**src/rtl/uart_frame_sequencer.sv**
```systemverilog
`timescale 1ns/1ps
// Packs each X/Y sample pair into an 8-byte frame (header, 3 X bytes, 3 Y bytes, checksum)
// and feeds it one byte at a time to a uart_tx over its DV/Done handshake.
module uart_frame_sequencer #(
  parameter int         DATA_W       = 17,
  parameter logic [7:0] HEADER       = 8'hA5,
  parameter int         GAP_CLKS     = 16,
  parameter int         TIMEOUT_CLKS = 4096
) (
  input  logic              clk,
  input  logic              reset_n,
  input  logic              enable,
  input  logic              sample_valid,
  input  logic [DATA_W-1:0] data_x,
  input  logic [DATA_W-1:0] data_y,
  output logic              o_tx_dv,
  output logic [7:0]        o_tx_byte,
  input  logic              i_tx_active,
  input  logic              i_tx_done,
  output logic              busy,
  output logic              frame_done,
  output logic [7:0]        drop_count,
  output logic              timeout_err
);

  localparam int MAX_CLKS = (TIMEOUT_CLKS > GAP_CLKS) ? TIMEOUT_CLKS : GAP_CLKS;
  localparam int CNT_W    = $clog2(MAX_CLKS) + 1;
  localparam logic [CNT_W-1:0] TIMEOUT_LAST = CNT_W'(TIMEOUT_CLKS - 1);
  localparam logic [CNT_W-1:0] GAP_LAST     = CNT_W'(GAP_CLKS - 1);

  typedef enum logic [2:0] {
    ST_IDLE,
    ST_LOAD,
    ST_SEND,
    ST_WAIT,
    ST_GAP
  } state_t;

  state_t            state, state_next;
  logic [DATA_W-1:0] shadow_x, shadow_y;
  logic              pending;
  logic [7:0]        frame [8];
  logic [2:0]        idx, idx_next;
  logic [CNT_W-1:0]  timer, timer_next;
  logic              load, last_done, timeout_hit, tx_dv;
  logic [23:0]       x24, y24;
  logic [7:0]        chk;

  assign x24 = 24'(shadow_x);
  assign y24 = 24'(shadow_y);
  assign chk = x24[23:16] + x24[15:8] + x24[7:0] + y24[23:16] + y24[15:8] + y24[7:0];

  always_comb begin
    state_next  = state;
    idx_next    = idx;
    timer_next  = timer;
    load        = 1'b0;
    last_done   = 1'b0;
    timeout_hit = 1'b0;
    tx_dv       = 1'b0;
    case (state)
      // A strobe arriving in IDLE launches directly so HEADER goes out two cycles later
      ST_IDLE: if (enable && (pending || sample_valid)) state_next = ST_LOAD;
      ST_LOAD: begin
        load       = 1'b1;
        idx_next   = 3'd0;
        state_next = ST_SEND;
      end
      ST_SEND: begin
        timer_next = '0;
        if (!i_tx_active) begin
          tx_dv      = 1'b1;
          state_next = ST_WAIT;
        end
      end
      // Done is checked before the timeout so a done on the last allowed clock still counts
      ST_WAIT: begin
        if (i_tx_done) begin
          timer_next = '0;
          if (idx == 3'd7) begin
            last_done  = 1'b1;
            state_next = ST_GAP;
          end else begin
            idx_next   = idx + 3'd1;
            state_next = ST_SEND;
          end
        end else if (timer == TIMEOUT_LAST) begin
          timeout_hit = 1'b1;
          state_next  = ST_IDLE;
        end else begin
          timer_next = timer + 1'b1;
        end
      end
      ST_GAP: begin
        if (timer == GAP_LAST) state_next = ST_IDLE;
        else                   timer_next = timer + 1'b1;
      end
      default: state_next = ST_IDLE;
    endcase
  end

  always_ff @(posedge clk or negedge reset_n) begin
    if (!reset_n) begin
      state       <= ST_IDLE;
      idx         <= 3'd0;
      timer       <= '0;
      frame_done  <= 1'b0;
      timeout_err <= 1'b0;
    end else begin
      state      <= state_next;
      idx        <= idx_next;
      timer      <= timer_next;
      frame_done <= last_done;
      if (timeout_hit) timeout_err <= 1'b1;
    end
  end

  // Shadow holds the newest sample; overwriting an unconsumed one counts as a drop
  always_ff @(posedge clk or negedge reset_n) begin
    if (!reset_n) begin
      shadow_x   <= '0;
      shadow_y   <= '0;
      pending    <= 1'b0;
      drop_count <= 8'h00;
    end else if (!enable) begin
      pending <= 1'b0;
    end else if (sample_valid) begin
      shadow_x <= data_x;
      shadow_y <= data_y;
      pending  <= 1'b1;
      if (pending && !load && drop_count != 8'hFF) drop_count <= drop_count + 8'd1;
    end else if (load) begin
      pending <= 1'b0;
    end
  end

  // Frame registers change only in LOAD, so a frame in flight is never disturbed
  always_ff @(posedge clk or negedge reset_n) begin
    if (!reset_n) begin
      for (int i = 0; i < 8; i++) frame[i] <= 8'h00;
    end else if (load) begin
      frame[0] <= HEADER;
      frame[1] <= x24[23:16];
      frame[2] <= x24[15:8];
      frame[3] <= x24[7:0];
      frame[4] <= y24[23:16];
      frame[5] <= y24[15:8];
      frame[6] <= y24[7:0];
      frame[7] <= chk;
    end
  end

  assign o_tx_dv   = tx_dv;
  assign o_tx_byte = frame[idx];
  assign busy      = (state != ST_IDLE);

endmodule
```
**config.mk**
```make
export PLATFORM = sky130hd
export DESIGN_NAME = uart_frame_sequencer
export DESIGN_NICKNAME = d
export VERILOG_FILES = /design/src/rtl/uart_frame_sequencer.sv
export SDC_FILE = /design/constraint.sdc
export NUM_CORES = 1
export LEC_CHECK = 0
export ABC_AREA = 1
export BUFFER_PORTS_ARGS = -buffer_cell sky130_fd_sc_hd__buf_2
export CORE_ASPECT_RATIO = 1.1
export CORE_MARGIN = 2
export CORE_UTILIZATION = 54
export CTS_CLUSTER_DIAMETER = 200
export CTS_CLUSTER_SIZE = 12
export DETAILED_ROUTE_END_ITERATION = 6
export HOLD_SLACK_MARGIN = 0.08
export PLACE_DENSITY = 0.86
export SYNTH_ARGS = -nofsm -noshare
export SYNTH_HDL_FRONTEND = slang
export SYNTH_SLANG_ARGS = --single-unit
```
**constraint.sdc**
```tcl
create_clock -name clk -period 2.5 [get_ports clk]
set_input_delay 0.5 -clock clk [delete_from_list [all_inputs] [get_ports clk]]
set_output_delay 0.5 -clock clk [all_outputs]
set_load 0.05 [all_outputs]
```
Word-level counts from Yosys, hierarchy flattened
Index checks and enable logic that the tools add are counted.
{"block": "word_totals", "reg_bits": 107, "latchBits": 0, "ram_bits": 0, "rom_bits": 0, "inputBits": 40, "output_inout_bits": 20, "word_cells": 87, "mem_count": 0}
{"block": "op_classes", "addsub": 8, "n_mul": 0, "n_div": 0, "order_cmp": 1, "n_eq_ne": 17, "shift": 0, "mux": 29, "n_bitwise": 1, "n_reduce_logical": 14}
{"op": "$mux 13", "count": 3}
{"op": "$pmux 13 s3", "count": 1}
{"op": "$add 8x8->8", "count": 3}
{"op": "$bmux 8 s3", "count": 1}
{"op": "$mux 3", "count": 8}
{"op": "$mux 8", "count": 2}
{"op": "$pmux 3 s5", "count": 1}
{"op": "$add 13x1->13 const B", "count": 1}
{"op": "$eq 13x12->1 const B", "count": 1}
{"op": "$eq 13x4->1 const B", "count": 1}
{"op": "$mux 1", "count": 12}
{"op": "$ne 2x2->1 const B", "count": 6}
{"op": "$reduce_and 3->1", "count": 3}
{"op": "$add 1x8->8", "count": 1}
{"op": "$add 8x1->8", "count": 1}
{"op": "$add 8x1->8 const B", "count": 1}
{"op": "$ne 8x8->1 const B", "count": 1}
{"op": "$eq 3x2->1 const B", "count": 2}
{"op": "$eq 3x3->1 const B", "count": 2}
{"op": "$ne 3x3->1 const B", "count": 2}
{"op": "$pmux 3 s2", "count": 1}
{"op": "$reduce_bool 3->1", "count": 2}
{"op": "$ge 4x4->1 const B", "count": 1}
{"op": "$not 3->4", "count": 1}
{"op": "10 further kinds", "count": 12}

Longest topological paths before layout
Gate-level depths: netlist of run 1.
{"block": "depth", "word_depth": 6, "ltp_mapped": 13, "mapped_depth_nobuf": 13}

Least setup slack after synthesis of run 1
OpenSTA, ideal clock, no wires.
{"block": "synth_path", "path_kind": "reg2reg", "start": "register shadow_x[0]", "end": "register frame[4] (netlist bit)", "setup_ns": 0.083, "arrival_ns": 2.436, "t_required_ns": 2.417, "slack_ns": -0.019, "stages_incl_launch_ff": 11, "path_buffers": 0, "synth_period_minus_slack_ns": 2.519, "cell_sequence": "dfrtp_1 -> fa_1 -> inv_1 -> fa_1 -> inv_1 -> ha_1 -> fa_1 -> nand3_1 -> nand2_1 -> xnor2_1 -> o21ai_0"}
{"block": "synth_via", "elab_chain_len": 4}
{"item": "from (decl)", "line_no": "40", "rtl": "logic [DATA_W-1:0] shadow_x, shadow_y;"}
{"item": "from (signal assigned)", "line_no": "128", "rtl": "shadow_x <= data_x;"}
{"item": "$add 8x8->8", "line_no": "51", "rtl": "assign chk = x24[23:16] + x24[15:8] + x24[7:0] + y24[23:16] + y24[15:8] + y24[7:0];"}
{"item": "$add 8x1->8", "line_no": "51"}
{"item": "$add 8x8->8 (2 in a row)", "line_no": "51"}
{"item": "to (decl)", "line_no": "42", "rtl": "logic [7:0] frame [8];"}
No other way between the ends.
A chain may end at the register's enable or synchronous reset.

Final worst setup path of run 1
Ends and elaborated chain as after synthesis.

==> results_dict.tcl, run 1 <==
set metrics [dict create \
    vias 5125 \
    syn_area_per_cell_um2 7.91 \
    drtIter0Drc 329 \
    numCtsBuffers 9 \
    layout_common_cells "223 x nand2_1, 105 x dfrtp_1, 104 x o21ai_0" \
    htree_levels 3 \
    yosys.area.top_type_share 0.462 \
    yosysSeqAreaShare 0.462 \
    gp_congestion 0.918 \
    drive_gt1_frac 0.192 \
    slew_viol_final 0 \
    critical_path_required_ns 2.70 \
    p_sw_w 0.00227 \
    netlist_area_um2 5800 \
    clk_path_buf_depth 2 \
    fillCellCount 849 \
    crit_type "flop to flop" \
    relSlewSlack 0.516 \
    hold_start "data_x[12]" \
    tns_ns -0.305 \
    rows 39 \
    r2r_end "frame[4]" \
    cts.reportedPaths.clkPinSlew_ns 0.07 \
    core-area_um2 10400 \
    synth_edf_count 0 \
    port_buffers 59 \
    mappedNetlistNets 799 \
    powerDensity_nw_per_um2 878 \
    regToRegSetupSlack_ns -0.12 \
    clock_skew_ns 0.0104 \
    finalSetupViolations 5 \
    syn_inst 733 \
    die_y_um 113 \
    maxCapViolCount 0 \
    antenna_found_initial 0 \
    dpl_worst_slack_ns -0.122 \
    synth_top_cell_by_area "dfrtp_1" \
    synthFlopType "dfrtp_1" \
    cts_root_buffer "clkbuf_16" \
    worstHoldPathType "input pin to flop" \
    whs_path_depth 3 \
    globalRouteMet3Util 0.0383 \
    start_kind "flop" \
    min_period_ns 2.62 \
    synthArstFlopShare 1.00 \
    p_sw_frac 0.371 \
    clk_latency_ns 0.35 \
    drtAntennaViolNets 0 \
    end_kind "flop" \
    start_util 0.555 \
    crit_buf_inv 2 \
    period_share 1.05 \
    cts_tree "yes" \
    rsz0062_at_grt "true" \
    whs_ns 0.357 \
    ir_drop_uv 510 \
    avgViaCountPerCell 5.31 \
    nets 883 \
    layout_commonest_cell "nand2_1" \
    antenna_cells 0 \
    met2_usage 0.428 \
    drc 0 \
    worst_pin_slew_ns 0.726 \
    area_growth_pct 19.9 \
    arrival_ns 2.82 \
    p_comb_frac 0.399 \
    cp_top_family "adder cells" \
    timing.fmax_mhz 382 \
    cp_common_cell "fa_1" \
    grt_pass1_wl_mm 23.3 \
    cts.sinks 107 \
    io_pins 60 \
    postRouteWirelength_mm 14.4 \
    seq_power_share 0.350 \
    drtPass1Iterations 5 \
    grt_overflow 0 \
    status "complete, but fails checks" \
    ys_top_cells_by_area "dfrtp_1 46%, nand2_1 15%, o21ai_0 9.3%" \
    top_usage_layer "met2" \
    clkPwrFrac 0.251 \
    wl_per_cell_um 15.0 \
    crit_chain "fa_1 > inv_1 > fa_1 > inv_2 > ha_4 > fa_2 > nand3_2 > nand2_2 > xnor2_1 > o21ai_1" \
    dp_hpwl_mm 9.93 \
    p_leak_nw 3.60 \
    hold_end "shadow_x[12]" \
    ff2ff_path_depth 10 \
    die_area_um2 11600 \
    path_max_fanout 3 \
    grt_max_degree 82 \
    cpPeakStageDelay_ns 0.54 \
    grt_util_met1 0.343 \
    grt_pass1_vias 4937 \
    cpMaxStageDelayCell "fa_1" \
    r2r-start "shadow_x[0]" \
    internal-power_w 0.00384 \
    dieWidth_um 103 \
    hold_viol_final 0 \
    ys_warn_count 0 \
    setup_slack_ns -0.120 \
    violations "negative setup slack" \
    grtUsageTotal 0.259 \
    synthDistinctLibCells 33 \
    ys_ff_latch 107 \
]
routing by layer:
metal / part of all wire / routed length (um)
met1: 0.40 / 5850
met2: 0.51 / 7330
met3: 0.050 / 721
met4: 0.038 / 551
met5: 0 / 0
kinds of logic after synthesis:
family / share of synthesized area
flip-flops: 0.462
XOR/XNOR: 0.0196
buffers and inverters: 0.0790
adder cells (fa/ha/maj): 0.0755
AO/OA/AOI/OAI: 0.113
AND/OR/NAND/NOR: 0.252
metrics by stage:
stage | std cells | power, W | cell area, um2 | util
2_1_floorplan | 733 | 0.00354 | 5800 | -
3_3_place_gp | 947 | 0.00406 | 6470 | 0.620
3_5_place_dp | 947 | 0.00413 | 6470 | 0.620
4_1_cts | 964 | 0.00580 | 6860 | 0.657
5_1_grt | 965 | 0.00648 | 6950 | 0.666
6_report | 965 | 0.00611 | 6950 | 0.666
cell usage after synthesis (2+ instances only):
| master | n |
|---|---|
| nand3_1 | 33 |
| clkbuf_1 | 15 |
| nor2_1 | 50 |
| nand2_1 | 227 |
| xnor2_1 | 7 |
| xor2_1 | 6 |
| inv_2 | 2 |
| ha_1 | 11 |
| o21ai_0 | 108 |
| dfrtp_1 | 107 |
| a31oi_1 | 2 |
| nand3_2 | 5 |
| nand4_1 | 16 |
| fa_1 | 15 |
| nor3_1 | 5 |
| buf_2 | 6 |
| o211ai_1 | 4 |
| clkinv_1 | 3 |
| a21oi_1 | 7 |
| or2_2 | 3 |
| inv_1 | 89 |
worst max path at each step:
stage	start	to	cells after the start
6_report	shadow_x[0]	frame[4]	10
5_1_grt	shadow_x[0]	frame[4]	10
4_1_cts	shadow_x[0]	frame[4]	10
3_5_place_dp	shadow_x[0]	frame[4]	10
3_3_place_gp	shadow_x[0]	frame[4]	10
2_1_floorplan	idx[0]	o_tx_byte[3]	4
area by class of cell:
class                   count  area [um2]  share of cell area
repair buffers             96         622              0.0894
flip-flops and latches    107        2680               0.385
multi-input cells         509        2800               0.402
clock buffers              12         246              0.0355
well taps                 143         179              0.0257
clock inverters             4        73.8              0.0106
inverters                  94         357              0.0513
registers in the layout (all words and copies together) (netlist names):
| name | cells |
|---|---|
| shadow_x | 17 |
| drop_count | 8 |
| timeout_err | 1 |
| shadow_y | 17 |
| idx | 3 |
| state | 3 |
| frame | 43 |
| timer | 13 |
| frame_done | 1 |
| pending | 1 |
power groups by stage:
stage	Clock, W	Combinational (W)	Sequential [W]
final	0.00153	0.00244	0.00214
after global routing	0.00161	0.00269	0.00217
after CTS	0.00155	0.00212	0.00213
after detailed placement	0	0.00197	0.00216
after global placement	0	0.00191	0.00215
after floorplan	0	0.00131	0.00223
repair_timing:
action / CTS / global route
pin swaps: 8 / 9
gates resized for setup: 15 / 25
hold buffers: 1 / 0
hold endpoints to repair: 24 / 0
setup endpoints to repair: 12 / 14
buffers inserted: 0 / 1
worst min-delay path, stage by stage:
cell and delay (ns):
buf_2 0.07, nand2_1 0.04, o21ai_0 0.06
Note: power is estimated with default switching activity, not from simulation.
==> run 2, diff against run 1 <==
- CORE_UTILIZATION: 54 -> 55
- CTS_BUF_LIST: default -> sky130_fd_sc_hd__clkbuf_4 sky130_fd_sc_hd__clkbuf_8
- PLACE_DENSITY: 0.86 -> 0.87
==> run 2 against run 1 <==
The flow still finishes with violations (negative setup slack). Largest power group unchanged. Sequential power about the same. Utilization fell by 0.70 points. Highest routed layer unchanged. Clock skew is 0.0066 ns higher. Non-clock buffer count grew 2.
==> results_dict.tcl, run 2 (synthesis gave the netlist of run 1 again) <==
set metrics [dict create \
    status "complete, but fails checks" \
    violations "negative setup slack" \
    dieWidth_um 102 \
    start_kind "flop" \
    crit_type "flop to flop" \
    grt_overflow 0 \
    io_pins 60 \
    drive_gt1_frac 0.181 \
    avgViaCountPerCell 5.38 \
    grt_max_degree 82 \
    antenna_cells 0 \
    grt_pass1_vias 5004 \
    cts.reportedPaths.clkPinSlew_ns 0.11 \
    grtUsageTotal 0.258 \
    largest_reg_flops 43 \
    die_area_um2 11400 \
    drtIter0Drc 439 \
    period_share 1.02 \
    rsz0062_at_grt "true" \
    cts.sinks 107 \
    cpPeakStageDelay_ns 0.54 \
    hold_viol_final 0 \
    postRouteWirelength_mm 14.0 \
    powerDensity_nw_per_um2 801 \
    cts_root_buffer "clkbuf_8" \
    dpl-instance-area_um2 6470 \
    cts_tree "yes" \
    ff2ff_path_depth 10 \
    core-area_um2 10300 \
    area_growth_pct 17.5 \
    vias 5203 \
    timing.fmax_mhz 392 \
    min_period_ns 2.55 \
    start_util 0.561 \
    die_y_um 112 \
    grt_pass1_wl_mm 23.3 \
    multiInputGateArea_um2 2740 \
    antenna_found_initial 0 \
    tns_ns -0.124 \
    dp.cells 946 \
    worst_pin_slew_ns 0.445 \
    critical_path_required_ns 2.76 \
    rows 39 \
    path_max_fanout 3 \
    cp_common_cell "fa_1" \
    cp_num_cells 10 \
    design_area_um2 6820 \
    fillCellCount 865 \
    relSlewSlack 0.701 \
    layout_commonest_cell "nand2_1" \
    clk_latency_ns 0.38 \
    port_buffers 59 \
    clk_path_buf_depth 2 \
    p_leak_nw 3.56 \
    cpMaxStageDelayCell "fa_1" \
    slew_viol_final 0 \
    setup_slack_ns -0.0514 \
    layout_common_cells "226 x nand2_1, 104 x o21ai_0, 104 x dfrtp_1" \
    arrival_ns 2.81 \
    top_regs "frame: 43 flops, shadow_x: 17 flops, shadow_y: 17 flops" \
    drc 0 \
    htree_levels 3 \
    drtPass1Iterations 6 \
    cp_top_family "adder cells" \
    maxCapViolCount 0 \
    whs_path_depth 3 \
    gp_congestion 0.909 \
    regArea_um2 2680 \
    end_kind "flop" \
    ir_drop_uv 452 \
    nets 885 \
    fin_util 0.659 \
    drtAntennaViolNets 0 \
    dp_hpwl_mm 10.0 \
    worstHoldPathType "input pin to flop" \
    wl_per_cell_um 14.5 \
    p_total_w 0.00546 \
    largest_register "frame" \
    crit_chain "fa_1 > inv_1 > fa_1 > inv_2 > ha_4 > fa_2 > nand3_1 > nand2_1 > xnor2_1 > o21ai_1" \
    clock_skew_ns 0.0170 \
    crit_buf_inv 2 \
    numCtsBuffers 9 \
    fin_cells 967 \
    finalSetupViolations 4 \
]
[run 2: changes by cell type in the layout (fill, tap and decap cells not counted), moves of 2 or more]
cell       change
buf_4          +7
ha_1           +3
buf_2          -6
nand2_1        +3
clkbuf_8       +9
clkbuf_16      -9
inv_2          -8
clkbuf_1       -2
inv_1          +8
nand2_2        -3
inv_6          +2
ha_4           -3
[run 2: final timing paths]
kind,start,end,slack (ns)
max in group asynchronous,reset_n,shadow_y[11],1.30
min in group asynchronous,reset_n,timer[3],0.55
max reg2reg,shadow_x[0],frame[4],-0.05
max,shadow_x[0],frame[4],-0.05
min,data_y[5],shadow_y[5],0.31
min reg2reg,timeout_err,timeout_err,0.48
[run 2: worst min-delay path, cell delays in order]
cell     delay (ns)
buf_2          0.08
nand2_1        0.04
nand2_1        0.04
[run 2: power breakdown]
group,leakage [nW],switching (W),internal [W]
Combinational,2.08,0.00129,0.000905
Clock,0.104,0.000618,0.000508
Sequential,1.38,0.000208,0.00193
[run 2: through the flow]
stage / hold slack [ns] / setup WS (ns)
2_1_floorplan: 0.204 / 0.000582
3_3_place_gp: 0.424 / -0.0186
3_5_place_dp: 0.429 / -0.105
4_1_cts: 0.302 / -0.0639
5_1_grt: 0.320 / -0.188
6_report: 0.308 / -0.0514
[run 2: layout make-up]
type / count / share of cell area
Sequential cell: 107 / 0.393
Clock inverter: 5 / 0.00881
Tap cell: 143 / 0.0263
Timing Repair Buffer: 98 / 0.0962
Inverter: 94 / 0.0527
Clock buffer: 11 / 0.0213
Multi-Input combinational cell: 509 / 0.401
[run 2: timing repair]
action	in CTS	in global routing
hold buffers	1	0
pin swaps	5	5
cloned	0	0
buffers inserted	3	1
hold endpoints to repair	21	0
setup endpoints to repair	12	13
gates resized for setup	18	17
[run 2: per-layer routing]
layer	vias to the layer above	global-route usage	share of wire
met3	48	0.0282	0.052
met5	-	0	0
met4	0	0.108	0.031
met1	2463	0.349	0.42
li1	2506	-	-
met2	186	0.423	0.49
==> run 3, diff against run 2 <==
- clock period: 2.5 -> 2.05 ns (I/O delays scaled with it)
==> run 3 against run 2 <==
Setup slack lost 0.52 ns. Clock-buffer cell count grew 1. Critical endpoint unchanged. Critical path depth is the same. Non-clock buffer count grew 31. Highest routed layer unchanged. Largest cell class unchanged. Die area is the same. Combinational power grew 45%. Sequential share of layout area shrank 3.0 points. Sequential power grew 22%. Maximum frequency shrank 2.5%. The run still ends with negative setup slack left.
==> results_dict.tcl, run 3 (synthesis gave the netlist of run 1 again) <==
set metrics [dict create \
    violations "negative setup slack" \
    worst_pin_slew_ns 0.424 \
    drtAntennaViolNets 0 \
    crit_type "flop to flop" \
    powerDensity_nw_per_um2 968 \
    layout_commonest_cell "nand2_1" \
    core-area_um2 10300 \
    crit_buf_inv 2 \
    internal-power_w 0.00431 \
    htree_levels 3 \
    clk_latency_ns 0.38 \
    largest_reg_flops 43 \
    area_growth_pct 27.2 \
    fin_util 0.713 \
    dp_hpwl_mm 10.3 \
    top_regs "frame: 43 flops, shadow_x: 17 flops, shadow_y: 17 flops" \
    relSlewSlack 0.717 \
    arrival_ns 2.88 \
    rsz0062_at_grt "true" \
    slew_viol_final 0 \
    grt_overflow 0 \
    finalSetupViolations 15 \
    fillCellCount 712 \
    grt_max_degree 43 \
    drtPass1Iterations 5 \
    clkPwrFrac 0.190 \
    cpPeakStageDelay_ns 0.55 \
    timing.fmax_mhz 382 \
    avgViaCountPerCell 5.55 \
    setup_slack_ns -0.567 \
    cts.sinks 107 \
    p_leak_nw 3.77 \
    grtUsageTotal 0.277 \
    start_kind "flop" \
    start_util 0.561 \
    wl_per_cell_um 16.4 \
    cts_tree "yes" \
    hold_viol_final 0 \
    die_area_um2 11400 \
    vias 5546 \
    p_sw_w 0.00283 \
    cts_root_buffer "clkbuf_8" \
    drtIter0Drc 399 \
    p_comb_frac 0.444 \
    seq_power_share 0.366 \
    critical_path_required_ns 2.31 \
    maxCapViolCount 0 \
    dpl-instance-area_um2 6640 \
    cts.reportedPaths.clkPinSlew_ns 0.11 \
    numCtsBuffers 9 \
    whs_ns 0.227 \
    path_max_fanout 3 \
    antenna_found_initial 0 \
    end_kind "flop" \
    port_buffers 59 \
    p_sw_frac 0.396 \
    status "complete, but fails checks" \
    drive_gt1_frac 0.272 \
    grt_pass1_vias 5205 \
    antenna_cells 0 \
    ir_drop_uv 593 \
    cp_top_family "adder cells" \
    period_share 1.28 \
    largest_register "frame" \
    grt_pass1_wl_mm 24.7 \
    dieWidth_um 102 \
    design_area_um2 7380 \
    nets 918 \
    io_pins 60 \
    clock_skew_ns 0.0160 \
    layout_common_cells "218 x nand2_1, 104 x dfrtp_1, 79 x o21ai_0" \
    postRouteWirelength_mm 16.4 \
    clk_path_buf_depth 2 \
    drc 0 \
    min_period_ns 2.62 \
    rows 39 \
    worstHoldPathType "input pin to flop" \
    gp_congestion 0.934 \
    die_y_um 112 \
    crit_chain "fa_1 > inv_2 > fa_1 > inv_2 > ha_4 > fa_2 > nand3_1 > nand2_1 > xnor2_1 > o21ai_1" \
    cpMaxStageDelayCell "fa_1" \
]
==> run 3: power by group through the flow <==
stage | logic, W | clock network (W) | registers, W
5_1_grt | 0.00345 | 0.00147 | 0.00265
2_1_floorplan | 0.00170 | 0 | 0.00273
6_report | 0.00317 | 0.00136 | 0.00261
3_3_place_gp | 0.00251 | 0 | 0.00263
4_1_cts | 0.00283 | 0.00135 | 0.00260
3_5_place_dp | 0.00259 | 0 | 0.00264
==> run 3: final timing paths <==
path | start | to | slack (ns) | depth (start not counted)
min in group asynchronous | reset_n | timer[8] | 0.51 | 2
worst min-delay path | data_y[6] | shadow_y[6] | 0.23 | 3
worst max-delay path | shadow_x[0] | frame[4] | -0.57 | 10
worst min register to register | timeout_err | timeout_err | 0.47 | 1
max in group asynchronous | reset_n | shadow_x[15] | 0.97 | 3
worst max register to register | shadow_x[0] | frame[4] | -0.57 | 10
==> run 3: through the flow <==
stage	total power (W)	worst slack, ns	cells	setup TNS, ns
floorplan	0.00442	-0.390	733	-2.08
global placement	0.00513	-0.434	963	-2.68
detailed placement	0.00523	-0.483	963	-2.92
CTS	0.00678	-0.459	989	-3.14
global route	0.00756	-0.677	1000	-5.30
finish	0.00714	-0.567	1000	-4.27
==> run 3: worst reg2reg max path, stage by stage, from the launching register on <==
cell,delay [ns]
dfrtp_1,0.41
fa_1,0.55
inv_2,0.04
fa_1,0.48
inv_2,0.04
ha_4,0.16
fa_2,0.37
nand3_1,0.08
nand2_1,0.06
xnor2_1,0.20
o21ai_1,0.10
==> run 3: layout make-up <==
cell class	instances	area, um2	share of cell area
timing repair buffer	129	980	0.133
sequential	107	2680	0.363
multi-input combinational	509	2950	0.400
tap	143	179	0.0242
clock buffer	12	153	0.0207
timing repair inverter	2	13.8	0.00187
inverter	94	374	0.0507
clock inverter	4	50.0	0.00678
==> run 3: routing by layer <==
layer	part of all wire	vias to the layer above	global-route usage	routed length (um)
met5	0	-	0	0
met4	0.049	0	0.107	796
met3	0.071	74	0.0465	1160
met2	0.50	312	0.461	8130
met1	0.38	2591	0.362	6280
li1	-	2569	-	-
==> run 3: timing repair <==
item                                   CTS  global route
setup buffers                           10            10
gates cloned                             0             2
pin swaps                               23            27
endpoints found under the hold margin   27             0
hold buffers                             1             0
gates resized for setup                 87            39
setup endpoints to repair               15            17
